File: src/rtl/ro_ctrl_pkg.sv
// Shared state encoding and default constants for the ring-oscillator frequency meter.
// Imported by ro_edge_sync and ro_freq_meter_ctrl.
package ro_ctrl_pkg;

    typedef enum logic [1:0] {
        IDLE    = 2'd0,
        SETTLE  = 2'd1,
        MEASURE = 2'd2,
        DONE    = 2'd3
    } ro_state_e;

    localparam int DEF_SETTLE_CYCLES = 8;
    localparam int DEF_SYNC_STAGES   = 2;

    function automatic int max_int(input int a, input int b);
        return (a > b) ? a : b;
    endfunction

endpackage

File: src/rtl/ro_edge_sync.sv
// Synchronises the free-running oscillator output into the clk domain and flags
// each rising edge with a one-cycle pulse; clear flushes the chain to zero.
module ro_edge_sync
    import ro_ctrl_pkg::*;
#(
    parameter int SYNC_STAGES = DEF_SYNC_STAGES
) (
    input  logic clk,
    input  logic clear,
    input  logic async_in,
    output logic rise
);

    logic [SYNC_STAGES-1:0] sync_q;
    logic [SYNC_STAGES-1:0] sync_d;
    logic                   prev_q;
    logic                   prev_d;

    always_comb begin
        sync_d = {sync_q[SYNC_STAGES-2:0], async_in};
        prev_d = sync_q[SYNC_STAGES-1];
        if (clear) begin
            sync_d = '0;
            prev_d = 1'b0;
        end
    end

    always_ff @(posedge clk) begin
        sync_q <= sync_d;
        prev_q <= prev_d;
    end

    assign rise = sync_q[SYNC_STAGES-1] & ~prev_q;

endmodule

File: src/rtl/ro_freq_meter_ctrl.sv
// Ring-oscillator frequency meter: enable, settle, count synchronised edges over a window.
// Optional back-to-back windows via the `cont` input when RO_CONT_MEAS_EN is defined.
module ro_freq_meter_ctrl
    import ro_ctrl_pkg::*;
#(
    parameter int WINDOW_W      = 16,
    parameter int CNT_W         = 16,
    parameter int SETTLE_CYCLES = DEF_SETTLE_CYCLES,
    parameter int SYNC_STAGES   = DEF_SYNC_STAGES
) (
    input  logic                clk,
    input  logic                rst,
    input  logic                start,
    input  logic                abort,
    input  logic [WINDOW_W-1:0] window_len,
    input  logic                ro_clk,
`ifdef RO_CONT_MEAS_EN
    input  logic                cont,
`endif
    output logic                ro_en,
    output logic                busy,
    output logic                done,
    output logic [CNT_W-1:0]    count,
    output logic                overflow
);

    // One down-counter times both the settle interval and the window.
    localparam int TMR_W = max_int(WINDOW_W, $clog2(SETTLE_CYCLES + 1));
    localparam logic [TMR_W-1:0] SETTLE_LOAD = TMR_W'(SETTLE_CYCLES - 1);

    ro_state_e           state_q, state_d;
    logic [TMR_W-1:0]    timer_q, timer_d;
    logic [WINDOW_W-1:0] window_q, window_d;
    logic [CNT_W-1:0]    cnt_q, cnt_d;
    logic                ovf_q, ovf_d;
    logic                ro_en_q, ro_en_d;
    logic                busy_q, busy_d;
    logic                done_q, done_d;
    logic [CNT_W-1:0]    count_q, count_d;
    logic                overflow_q, overflow_d;

    logic                sync_clear;
    logic                rise;
    logic [CNT_W-1:0]    cnt_step;
    logic                ovf_step;

    assign sync_clear = rst || (state_q == IDLE);

    ro_edge_sync #(
        .SYNC_STAGES (SYNC_STAGES)
    ) u_edge_sync (
        .clk      (clk),
        .clear    (sync_clear),
        .async_in (ro_clk),
        .rise     (rise)
    );

    // Saturating edge counter value including this cycle's edge.
    always_comb begin
        cnt_step = cnt_q;
        ovf_step = ovf_q;
        if (rise) begin
            if (&cnt_q) begin
                ovf_step = 1'b1;
            end else begin
                cnt_step = cnt_q + 1'b1;
            end
        end
    end

    always_comb begin
        state_d    = state_q;
        timer_d    = timer_q;
        window_d   = window_q;
        cnt_d      = cnt_q;
        ovf_d      = ovf_q;
        ro_en_d    = ro_en_q;
        busy_d     = busy_q;
        done_d     = 1'b0;
        count_d    = count_q;
        overflow_d = overflow_q;

        case (state_q)
            IDLE: begin
                cnt_d = '0;
                ovf_d = 1'b0;
                if (start && !abort) begin
                    busy_d = 1'b1;
                    if (window_len == '0) begin
                        state_d    = DONE;
                        done_d     = 1'b1;
                        count_d    = '0;
                        overflow_d = 1'b0;
                    end else begin
                        state_d  = SETTLE;
                        window_d = window_len;
                        timer_d  = SETTLE_LOAD;
                        ro_en_d  = 1'b1;
                    end
                end
            end

            SETTLE: begin
                cnt_d = '0;
                ovf_d = 1'b0;
                if (abort) begin
                    state_d = IDLE;
                    ro_en_d = 1'b0;
                    busy_d  = 1'b0;
                end else if (timer_q == '0) begin
                    state_d = MEASURE;
                    timer_d = TMR_W'(window_q) - TMR_W'(1);
                end else begin
                    timer_d = timer_q - 1'b1;
                end
            end

            MEASURE: begin
                if (abort) begin
                    state_d = IDLE;
                    ro_en_d = 1'b0;
                    busy_d  = 1'b0;
                    cnt_d   = '0;
                    ovf_d   = 1'b0;
                end else begin
                    cnt_d = cnt_step;
                    ovf_d = ovf_step;
                    if (timer_q == '0) begin
                        // The last window cycle's edge is folded straight into the result.
                        state_d    = DONE;
                        done_d     = 1'b1;
                        count_d    = cnt_step;
                        overflow_d = ovf_step;
`ifdef RO_CONT_MEAS_EN
                        ro_en_d    = cont;
`else
                        ro_en_d    = 1'b0;
`endif
                    end else begin
                        timer_d = timer_q - 1'b1;
                    end
                end
            end

            DONE: begin
                state_d = IDLE;
                ro_en_d = 1'b0;
                busy_d  = 1'b0;
`ifdef RO_CONT_MEAS_EN
                if (cont && !abort) begin
                    state_d = MEASURE;
                    timer_d = TMR_W'(window_q) - TMR_W'(1);
                    cnt_d   = '0;
                    ovf_d   = 1'b0;
                    ro_en_d = 1'b1;
                    busy_d  = 1'b1;
                end
`endif
            end

            default: begin
                state_d = IDLE;
                ro_en_d = 1'b0;
                busy_d  = 1'b0;
            end
        endcase
    end

    always_ff @(posedge clk) begin
        if (rst) begin
            state_q    <= IDLE;
            timer_q    <= '0;
            window_q   <= '0;
            cnt_q      <= '0;
            ovf_q      <= 1'b0;
            ro_en_q    <= 1'b0;
            busy_q     <= 1'b0;
            done_q     <= 1'b0;
            count_q    <= '0;
            overflow_q <= 1'b0;
        end else begin
            state_q    <= state_d;
            timer_q    <= timer_d;
            window_q   <= window_d;
            cnt_q      <= cnt_d;
            ovf_q      <= ovf_d;
            ro_en_q    <= ro_en_d;
            busy_q     <= busy_d;
            done_q     <= done_d;
            count_q    <= count_d;
            overflow_q <= overflow_d;
        end
    end

    assign ro_en    = ro_en_q;
    assign busy     = busy_q;
    assign done     = done_q;
    assign count    = count_q;
    assign overflow = overflow_q;

endmodule

File: config.mk
export PLATFORM = sky130hd
export DESIGN_NAME = ro_freq_meter_ctrl
export DESIGN_NICKNAME = d
export VERILOG_FILES = /design/src/rtl/ro_ctrl_pkg.sv /design/src/rtl/ro_edge_sync.sv /design/src/rtl/ro_freq_meter_ctrl.sv
export SDC_FILE = /design/constraint.sdc
export NUM_CORES = 1
export LEC_CHECK = 0
export CORE_AREA = 2 2 103 75
export DETAILED_ROUTE_END_ITERATION = 10
export DIE_AREA = 0 0 105 77
export GPL_TIMING_DRIVEN = 0
export PLACE_DENSITY = 0.79
export SYNTH_ARGS = -nofsm -noshare
export SYNTH_HDL_FRONTEND = slang
export SYNTH_SLANG_ARGS = --single-unit
File: constraint.sdc
create_clock -name clk -period 2.7 [get_ports clk]
set_input_delay 0.54 -clock clk [delete_from_list [all_inputs] [get_ports clk]]
set_output_delay 0.54 -clock clk [all_outputs]
set_load 0.05 [all_outputs]
# Word-level counts from Yosys, hierarchy flattened
# Cells that the tools add are included.
[word_totals]
out_inout_bits = 20
word_cells = 95
in_bits = 21
regBits = 74
[classes]
mux = 45
n_addsub = 3
n_eq_ne = 14
reduce_logical = 18
n_bitwise = 3
[op_table]
columns = ["cell", "count"]
rows = [
  ["$mux 16", 13],
  ["$pmux 16 s2", 2],
  ["$pmux 16 s3", 1],
  ["$logic_not 16->1", 2],
  ["$sub 16x1->16 const B", 2],
  ["$mux 1", 17],
  ["$add 16x1->16 const B", 1],
  ["$reduce_and 16->1", 1],
  ["$mux 2", 6],
  ["$ne 2x2->1 const B", 6],
  ["$pmux 2 s4", 1],
  ["$ne 2x1->1 const B", 3],
  ["$ne 3x3->1 const B", 2],
  ["$pmux 1 s2", 3],
  ["$reduce_and 3->1", 2],
  ["$reduce_and 6->1", 1],
  ["$reduce_and 5->1", 1],
  ["$eq 2x2->1 const B", 2],
  ["$pmux 1 s4", 1],
  ["$reduce_and 4->1", 1],
  ["$reduce_bool 2->1", 2],
  ["$reduce_or 2->1", 2],
  ["$pmux 1 s3", 1],
  ["$reduce_bool 3->1", 1],
  ["8 further kinds", 9],
]

# Longest topological paths before layout
[logic_depth]
ltp_word = 6
ltp_mapped = 10

# By module
# From an unflattened synthesis, not the netlist that was laid out.
[unflattened]
cells_unflattened = 485
hier_area_um2 = 4077.7
[modules_own_cells]
columns = ["module", "cells_each", "seq_area_each_um2", "area_per_inst_um2", "instances"]
rows = [
  ["ro_freq_meter_ctrl", 478, 1421.4, 3990.1, 1],
  ["ro_edge_sync", 7, 60.1, 87.6, 1],
]

# Worst setup path after synthesis
# Ideal clock, no wire load.
[synth_timing]
path_kind = "input port to flip-flop"
from = "input window_len[11]"
to = "register count_q[5], in the netlist count[5]"
cell_stages = 8
arrival_ps = 2207
slack_ps = 435
n_path_buf = 2
setup_ps = 58
cell_sequence = "nor4_1 > and4_1 > buf_2 > o21ai_1 > or4_1 > clkbuf_1 > a311o_1 > a21bo_1"
[synth_between]
elab_chain_len = 3
[synth_rtl]
columns = ["element", "line_no", "rtl"]
rows = [
  ["start: declaration", "ro_freq_meter_ctrl.sv:15", "input logic [WINDOW_W-1:0] window_len,"],
  ["$logic_not 16->1", "ro_freq_meter_ctrl.sv:89", "if (window_len == '0) begin"],
  ["$ne 2x1->1 (no source line)", "-", ""],
  ["$reduce_and 5->1 (no source line)", "-", ""],
  ["end signal: assignment", "ro_freq_meter_ctrl.sv:190", "count_q <= count_d;"],
  ["end: declaration", "ro_freq_meter_ctrl.sv:39", "logic [CNT_W-1:0] count_q, count_d;"],
]
# Every way passes these cells.
# A chain may end at the register's enable or synchronous reset.

# Worst setup path in the final report
[layout_timing]
from = "input window_len[14]"
to = "register count_q[5], in the netlist count[5]"
# Same word-level chain as after synthesis.

==> metrics.txt <==
routed metal-1 wirelength roughly 5300 um; maximum frequency from static timing analysis approximately 380 MHz; synth unique cells 62; cts hold-fix bufs 0; met2 layer wire length in the routed design ~4300 um; Nets 545; DIE HEIGHT ~77 um; via total after detailed routing around 3800; number of maximum-capacitance constraint violations 0; run status finished clean; count of state elements after synthesis 74; maximum vdd ir drop between 500 and 600 uV; Total Wirelength ~11000 um; largest net degree at the start of global routing 15; area share of the largest cell type after synthesis 37.3%; starting utilization of the core area a little under three fifths; Slew Viols, Final 0; final standard cell area without fillers 0.00475 mm2; switching share of power approximately 45%; io pins 41; CP Buf/Inv Count 2; Crit path arrival time approximately 3000 ps; portion of total power attributed to sequential cells between 20 and 30%; number of design rule violations left after detail routing 0; power consumption between 4 and 5 mW; CTS Sinks 74; detailed-router iteration count before antenna repair 5; layout-stage area growth over the synthesis result 19.4%; synthesized area per cell about 8.5 um2; Die Outline Area a little over 0.008 mm2; wire length on met3 around 1000 um; worst clock skew on the final layout 6.47 ps; Longest Clk Path Bufs 2; Post-Synthesis Cell Area between 0.003 and 0.004 mm2; std cell rows 26; Least-Margin Pin Slew 693 ps; Worst slew margin 53.7%; IO buf count 40; predominant post-synthesis flop cell sky130_fd_sc_hd__dfxtp_1; final-report setup violation count 0; EDFF count, synth 0; time the worst path needs with I/O delays and setup around 2600 ps; area of the core between 0.007 and 0.008 mm2; Critical Path Fanout Max 7; Syn. warnings 0; via count of the first global-routing pass 3391; highest-delay cell along the critical path sky130_fd_sc_hd__clkdlybuf4s50_1; most common cell after layout, fill and taps aside sky130_fd_sc_hd__dfxtp_1; global router's overall resource usage 27.4%; Final HPWL DP 7790 um; delay of the slowest cell on the worst path around 490 ps; global-route wire length before repair 17500 um; leakage power about 1.7 nW; highest layer used for signal routing met4; # Post-CTS Setup Buffers 0; Filler Cells Inserted a little over 600; TritonCTS clock tree yes; leading cell types by total area after synthesis sky130_fd_sc_hd__dfxtp_1 (37%), sky130_fd_sc_hd__mux2i_1 (5.0%), sky130_fd_sc_hd__xnor2_1 (4.8%); Vias/cell 6.14; total placed instance area ~0.0045 mm2; root buffer selected by CTS sky130_fd_sc_hd__clkbuf_8; part of the total power dissipated in combinational logic 52.1%; n_diodes 0; design internal power roughly 2.5 mW; largest area contributor in the synthesized netlist sky130_fd_sc_hd__dfxtp_1; remaining number of nets flagged by the antenna check after routing 0; clock buffers created by TritonCTS 9; portion of total power attributed to the clock network 19.4%; Core Util, Final about two thirds; switching power 2.06 mW; Worst setup SP type input port; Remaining Overflow, GRT 0; clk_lat worst skew between 300 and 400 ps; Largest delay share family, worst path simple AND/OR/NAND/NOR gates; Mapped Cells between 400 and 500; share of layout cells above drive strength 1 approximately 8.8%; initial DRC count between 300 and 400; initial antenna violation count 0; GP Congestion between 0.9 and 1; clock edge transition at the registers on the reported setup and hold paths about 80 ps; critical path required time ~3000 ps; commonest cells after routing, fill and taps aside sky130_fd_sc_hd__dfxtp_1 (74), sky130_fd_sc_hd__nor2_1 (51), sky130_fd_sc_hd__clkdlybuf4s50_1 (40); Worst Path Class, Setup in2reg; async set-or-reset flop fraction in the synthesized netlist 0%; Power Density 970 mW/mm2; horizontal die dimension between 100 and 150 um; Cell Chain, Critical Path clkdlybuf4s50_1, nor4_4, and4_1, buf_4, o21ai_2, or4_4, a311o_1, a21bo_1; number of nets in the synthesized netlist 495; Final period util between 90% and 100%; Fin Hold WS 431 ps; final count of hold timing violations 0; H-tree level count 3; routed len/inst roughly 17 um; min-delay worst type reg2reg; critical path capture point type flip-flop; sequential area share after synthesis a little under two fifths
-- power groups by stage --
stage / combinational (mW) / sequential (mW) / clock (mW)
floorplan: 1.75 / 1.33 / 0
global placement: 2.26 / 1.32 / 0
detailed placement: 2.28 / 1.33 / 0
CTS: 2.30 / 1.31 / 0.903
global route: 2.64 / 1.33 / 0.951
finish: 2.40 / 1.31 / 0.892
-- timing repair --
item,CTS,global route
endpoints found under the setup margin,11,34
gates resized for setup,2,14
pin swaps,1,0
-- layer usage --
metal | vias to the layer above | GRT usage (%)
met3 | 8 | 8.67
met5 | - | 0
li1 | 1827 | -
met1 | 1778 | 41.8
met2 | 188 | 36.8
met4 | 0 | 6.93
-- flip-flops by register name, indices dropped and copies added, names as in the netlist, 2 cells and up --
signal / count
state_q: 2
window_q: 16
cnt_q: 16
u_edge_sync.sync_q: 2
timer_q: 16
count: 16
-- worst paths after layout --
| kind | from | to | slack, ps | cells past startpoint |
|---|---|---|---|---|
| setup reg to reg | state_q[0]$_SDFFE_PP0P_ | timer_q[5]$_SDFFE_PP0P_ | 150 | 9 |
| hold / removal | u_edge_sync.sync_q[0]$_SDFF_PP0_ | u_edge_sync.sync_q[1]$_SDFF_PP0_ | 430 | 1 |
| setup / recovery | window_len[14] | count[5]$_SDFFE_PP0P_ | 80 | 8 |
| hold reg to reg | u_edge_sync.sync_q[0]$_SDFF_PP0_ | u_edge_sync.sync_q[1]$_SDFF_PP0_ | 430 | 1 |
-- Yosys cell counts, types with 10 or more instances --
cell type	instances
sky130_fd_sc_hd__nand3_1	13
sky130_fd_sc_hd__dfxtp_1	74
sky130_fd_sc_hd__a22o_1	12
sky130_fd_sc_hd__nor2_1	51
sky130_fd_sc_hd__xnor2_1	22
sky130_fd_sc_hd__inv_1	10
sky130_fd_sc_hd__nor3_1	14
sky130_fd_sc_hd__mux2i_1	20
sky130_fd_sc_hd__clkbuf_1	17
sky130_fd_sc_hd__o2bb2ai_1	12
sky130_fd_sc_hd__a21oi_1	21
sky130_fd_sc_hd__nand2_1	31
sky130_fd_sc_hd__o21ai_0	27
-- stage by stage --
step / setup TNS [ps] / std cells / setup WS [ps]
after floorplan: 0 / 466 / 435
after global placement: -9050 / 604 / -415
after detailed placement: -10440 / 604 / -466
after CTS: 0 / 620 / 18.8
after global routing: -17.2 / 619 / -12.8
final: 0 / 619 / 82.6
-- cell type report --
cell class              instances  area (um2)  area share, %
well taps                      98         123           2.58
clock buffers                   9         124           2.61
clock inverters                 7        77.6           1.63
plain buffers                  25         113           2.37
multi-input cells             355        2390           50.3
repair buffers                 40         400           8.43
inverters                      11        41.3          0.870
flip-flops and latches         74        1480           31.2
-- kinds of logic after synthesis --
group | count (synthesis) | synth area share (%)
AOI/OAI and AO/OA | 124 | 21.1
xor gates and xnor gates | 30 | 6.61
adders and majority gates | 8 | 2.52
buffers and inverters | 37 | 3.71
DFF | 74 | 37.3
muxes | 20 | 5.03
and+or+nand+nor | 173 | 23.8
No activity file was read; power rests on OpenSTA's default activity.
